**config.mk**
```make
export PLATFORM = sky130hd
export DESIGN_NAME = tea_core
export DESIGN_NICKNAME = d
export VERILOG_FILES = /design/src/rtl/tea_core.sv
export SDC_FILE = /design/constraint.sdc
export NUM_CORES = 2
export LEC_CHECK = 0
export BUFFER_PORTS_ARGS = -buffer_cell sky130_fd_sc_hd__buf_2
export CAP_MARGIN = 30
export CORE_UTILIZATION = 60
export DETAILED_ROUTE_END_ITERATION = 6
export PLACE_DENSITY = 0.85
export SYNTH_ARGS = -nofsm -noshare
export SYNTH_HDL_FRONTEND = slang
export SYNTH_SLANG_ARGS = --single-unit
```
**constraint.sdc**
```tcl
create_clock -name clk -period 12.66 [get_ports clk]
set_input_delay 0.633 -clock clk [delete_from_list [all_inputs] [get_ports clk]]
set_output_delay 0.633 -clock clk [all_outputs]
set_load 0.02 [all_outputs]
```
**src/rtl/tea_core.sv**
```systemverilog
// TEA block-cipher engine: encrypt or decrypt one 64-bit block under a
// 128-bit key, one Feistel round-pair per clock, valid/ready on both sides.
module tea_core #(
  parameter int unsigned ROUNDS = 32,
  parameter logic [31:0] DELTA  = 32'h9E3779B9
) (
  input  logic          clk,
  input  logic          reset,
  input  logic          in_valid,
  output logic          in_ready,
  input  logic          mode,
  input  logic [127:0]  key,
  input  logic [63:0]   data_in,
  output logic          out_valid,
  input  logic          out_ready,
  output logic [63:0]   data_out,
  output logic          busy
);

  localparam int unsigned CW = $clog2(ROUNDS + 1);
  // Starting sum for decryption: the encrypt sum after the final round.
  localparam logic [31:0]    SUM_DEC = 32'(DELTA * ROUNDS);
  localparam logic [CW-1:0]  LAST    = CW'(ROUNDS - 1);

  typedef enum logic [1:0] {IDLE, RUN, DONE} state_t;

  state_t         state;
  logic [CW-1:0]  cnt;
  logic [31:0]    sum;
  logic [31:0]    v0;
  logic [31:0]    v1;
  logic [127:0]   key_q;
  logic           mode_q;

  logic [31:0]    k0, k1, k2, k3;
  logic [31:0]    nv0, nv1, nsum;

  assign k0 = key_q[127:96];
  assign k1 = key_q[95:64];
  assign k2 = key_q[63:32];
  assign k3 = key_q[31:0];

  function automatic logic [31:0] f_mix(input logic [31:0] x, input logic [31:0] s,
                                        input logic [31:0] ka, input logic [31:0] kb);
    return ((x << 4) + ka) ^ (x + s) ^ ((x >> 5) + kb);
  endfunction

  // One round-pair; the second half uses the freshly updated word.
  always_comb begin
    nv0  = v0;
    nv1  = v1;
    nsum = sum;
    if (!mode_q) begin
      nsum = sum + DELTA;
      nv0  = v0 + f_mix(v1, nsum, k0, k1);
      nv1  = v1 + f_mix(nv0, nsum, k2, k3);
    end else begin
      nv1  = v1 - f_mix(v0, sum, k2, k3);
      nv0  = v0 - f_mix(nv1, sum, k0, k1);
      nsum = sum - DELTA;
    end
  end

  // Control FSM, working state and registered handshake outputs.
  always_ff @(posedge clk or posedge reset) begin
    if (reset) begin
      state     <= IDLE;
      cnt       <= '0;
      sum       <= '0;
      v0        <= '0;
      v1        <= '0;
      key_q     <= '0;
      mode_q    <= 1'b0;
      in_ready  <= 1'b1;
      out_valid <= 1'b0;
      busy      <= 1'b0;
      data_out  <= '0;
    end else begin
      case (state)
        IDLE: begin
          if (in_valid) begin
            key_q    <= key;
            mode_q   <= mode;
            v0       <= data_in[63:32];
            v1       <= data_in[31:0];
            cnt      <= '0;
            sum      <= mode ? SUM_DEC : 32'h0;
            in_ready <= 1'b0;
            busy     <= 1'b1;
            state    <= RUN;
          end
        end
        RUN: begin
          v0  <= nv0;
          v1  <= nv1;
          sum <= nsum;
          cnt <= cnt + CW'(1);
          if (cnt == LAST) begin
            data_out  <= {nv0, nv1};
            out_valid <= 1'b1;
            state     <= DONE;
          end
        end
        DONE: begin
          if (out_ready) begin
            out_valid <= 1'b0;
            busy      <= 1'b0;
            in_ready  <= 1'b1;
            state     <= IDLE;
          end
        end
        default: begin
          state     <= IDLE;
          in_ready  <= 1'b1;
          out_valid <= 1'b0;
          busy      <= 1'b0;
        end
      endcase
    end
  end

endmodule

```
==> key figures <==
Setup path
  • Setup CP Type: register to register
  • Critical path peak fanout: 6
  • Crit-path max cell delay: 0.57 ns
  • Worst Setup End Kind: register
  • CP Launch Type: register
  • CP max-delay cell: xnor2_1
  • Crit. Startpoint: v0[5]
  • Critical Path AT: 11.55 ns
  • R2r startpoint: v0[5]
  • Worst endpoint required time: 13.12 ns

Cells and area
  • Fin cells: 5625
  • Area Growth Syn to Fin: 8.72%
  • Commonest cells after routing, fill and taps aside: nand2_1 (661), xnor2_1 (588), ha_1 (484)
  • Layout net count: 5515
  • Layout cells sized above 1: 8.36%
  • Most common cell after layout, fill and taps aside: nand2_1

Logic synthesis
  • Sequential area share after synthesis: 20.2%
  • Synth unique cells: 99
  • Xor/xnor cell area share of the yosys netlist: 17.3%
  • Ys Warns: 0
  • Synth Flop Type: dfrtp_1
  • FFs w/ async S/R, synth: 100%
  • Mux share of post-synthesis cell area: 0.820%
  • Flop and latch count out of synthesis: 300
  • Compound-Gate Fraction of Synth Area: 25.7%
  • Average size of a mapped cell: 8.05 um^2
  • Adder and majority gate portion of the synthesized area: 17.1%
  • Post-synth EDFFs: 0
  • Fraction of the mapped netlist area in simple logic gates: 16.3%
  • Largest family of logic cells by synthesized area: compound AO/OA/AOI/OAI gates
  • Post-Syn Area: 37200 um^2
  • Synthesized instance count: 4626
  • Syn nets: 5323

STA
  • Final Hold Fails: 0
  • Period utilization: 87.6%
  • RSZ-0062 raised after global routing: no
  • Final hold slack: 0.200 ns
  • Setup violations, final: 0
  • Fmax: 90.2 MHz
  • Slew Limit Fails: 0
  • Fin worst setup slack: 1.57 ns
  • Final setup TNS: 0 ns
  • Rel. slew slack: 32.7%
  • Period minus WS final: 11.09 ns
  • Max Clock Skew: 0.0156 ns
  • Worst slew pin tran: 1.00 ns

Placement
  • Dpl ws: 1.90 ns
  • Dpl cells: 5561
  • Post-DP HPWL: 112000 um
  • GP Congestion: 1.06
  • Number of port buffers: 263

Floorplanning
  • Num rows: 90
  • Die area: 63100 um^2
  • Starting Density: 61.3%
  • Core area: 60800 um^2
  • Die width: 251 um
  • Die height: 251 um
  • IO Count: 264

Drt
  • DR pass1 iterations: 6
  • Post-route ant nets: 0
  • DRC Markers: 0
  • Via count: 36900
  • Final WL: 139000 um
  • WL/cell: 24.7 um
  • Vias per cell: 6.56
  • Initial DRC count: 4749

GRT
  • Vias in the first global route: 34700
  • First-pass GRT wire length: 207000 um
  • GRT Overall Usage: 43.2%
  • Largest net degree at the start of global routing: 112
  • Total global routing overflow: 0
  • Initial antenna violation count: 2

Clock tree
  • Worst-path clk slew: 0.07 ns
  • Post-CTS Setup Repair Bufs: 0
  • Clock sink count: 300
  • Root buf cell: clkbuf_16
  • CTS tree: yes
  • PostCTS Resize Cnt: 0
  • Worst skew pair latency: 0.58 ns
  • Clk buf depth: 3
  • Hold_buf cts: 0
  • Cts bufs inserted: 35
  • H-tree depth: 2

Min path
  • Hold crit path type: primary input to asynchronous set/reset pin

Run status
  • Outcome: complete, no violations

Job
  • Max_cap viols: 0
through the flow:
step / util [%] / area, um^2
after CTS: 66.5 / 40500
after global placement: 64.5 / 39200
after detailed placement: 64.6 / 39300
final: 66.6 / 40500
after floorplan: - / 37200
after global routing: 66.6 / 40500
cell type report:
class                           count  area [um^2]
Sequential cell                   300         7510
Antenna cell                        1         2.50
Clock inverter                     15          206
Clock buffer                       46         1000
Inverter                          127          484
Timing Repair Buffer              283         1510
Tap cell                          782          978
Multi-Input combinational cell   4071        28800
Fill cell                        5260        20300
synth_stat cells (33+ instances only):
cell type    n  area, um^2
a21o_1     236        1770
a21oi_1    373        1870
a22oi_1     59         443
a31oi_1     55         344
and3_1      37         231
clkbuf_1   106         398
dfrtp_1    299        7480
ha_1       484        6060
inv_1      127         477
nand2_1    662        2480
nand2b_1    59         369
nand3_1     79         395
nand4_1     33         206
nor2_1     233         875
nor2b_1     42         263
nor3_1      73         365
o211ai_1    36         270
o21a_1      78         586
o21ai_0    338        1690
o21bai_1    49         368
xnor2_1    588        5150
xor2_1     128        1120
final timing paths:
check,to,slack [ns],cells past startpoint
max,data_out[63],1.57,38
min,key_q[34],0.20,2
max reg2reg,data_out[63],1.57,38
min reg2reg,data_out[37],0.47,2
max in group asynchronous,key_q[91],10.40,4
min in group clk,key_q[53],0.25,3
registers in the layout, summed over array words and instances, names as in the netlist, 2 cells and up:
name and count:
v0 32, v1 32, key_q 128, data_out 64, cnt 6, sum 32
state 2
routing by layer:
layer	GRT usage (%)	routed length [um]	up-vias
met3	13.7	20000	243
met4	12.3	3960	2
li1	-	-	17100
met5	0	13	-
met1	60.9	57700	17500
met2	62.9	57000	2058
worst max-delay path: cells and delay by family (launching register included):
kind,cells,cell delay [ns]
AO/OA/AOI/OAI,21,5.49
XOR/XNOR,7,2.38
adder cells (fa/ha/maj),5,2.00
flip-flops,1,0.50
AND/OR/NAND/NOR,4,0.38
multiplexers,1,0.21
kinds of logic (layout without fill, tap and decap cells):
logic type,after synthesis,in the layout
flip-flops,300,300
multiplexers,30,30
XOR/XNOR,724,724
adder cells (fa/ha/maj),500,500
buffers and inverters,255,471
AND/OR/NAND/NOR,1341,1341
AO/OA/AOI/OAI,1476,1476
other,0,1
Power is not shown: default switching activity piles up to over one toggle a cycle in this logic, so the estimate is an artifact.
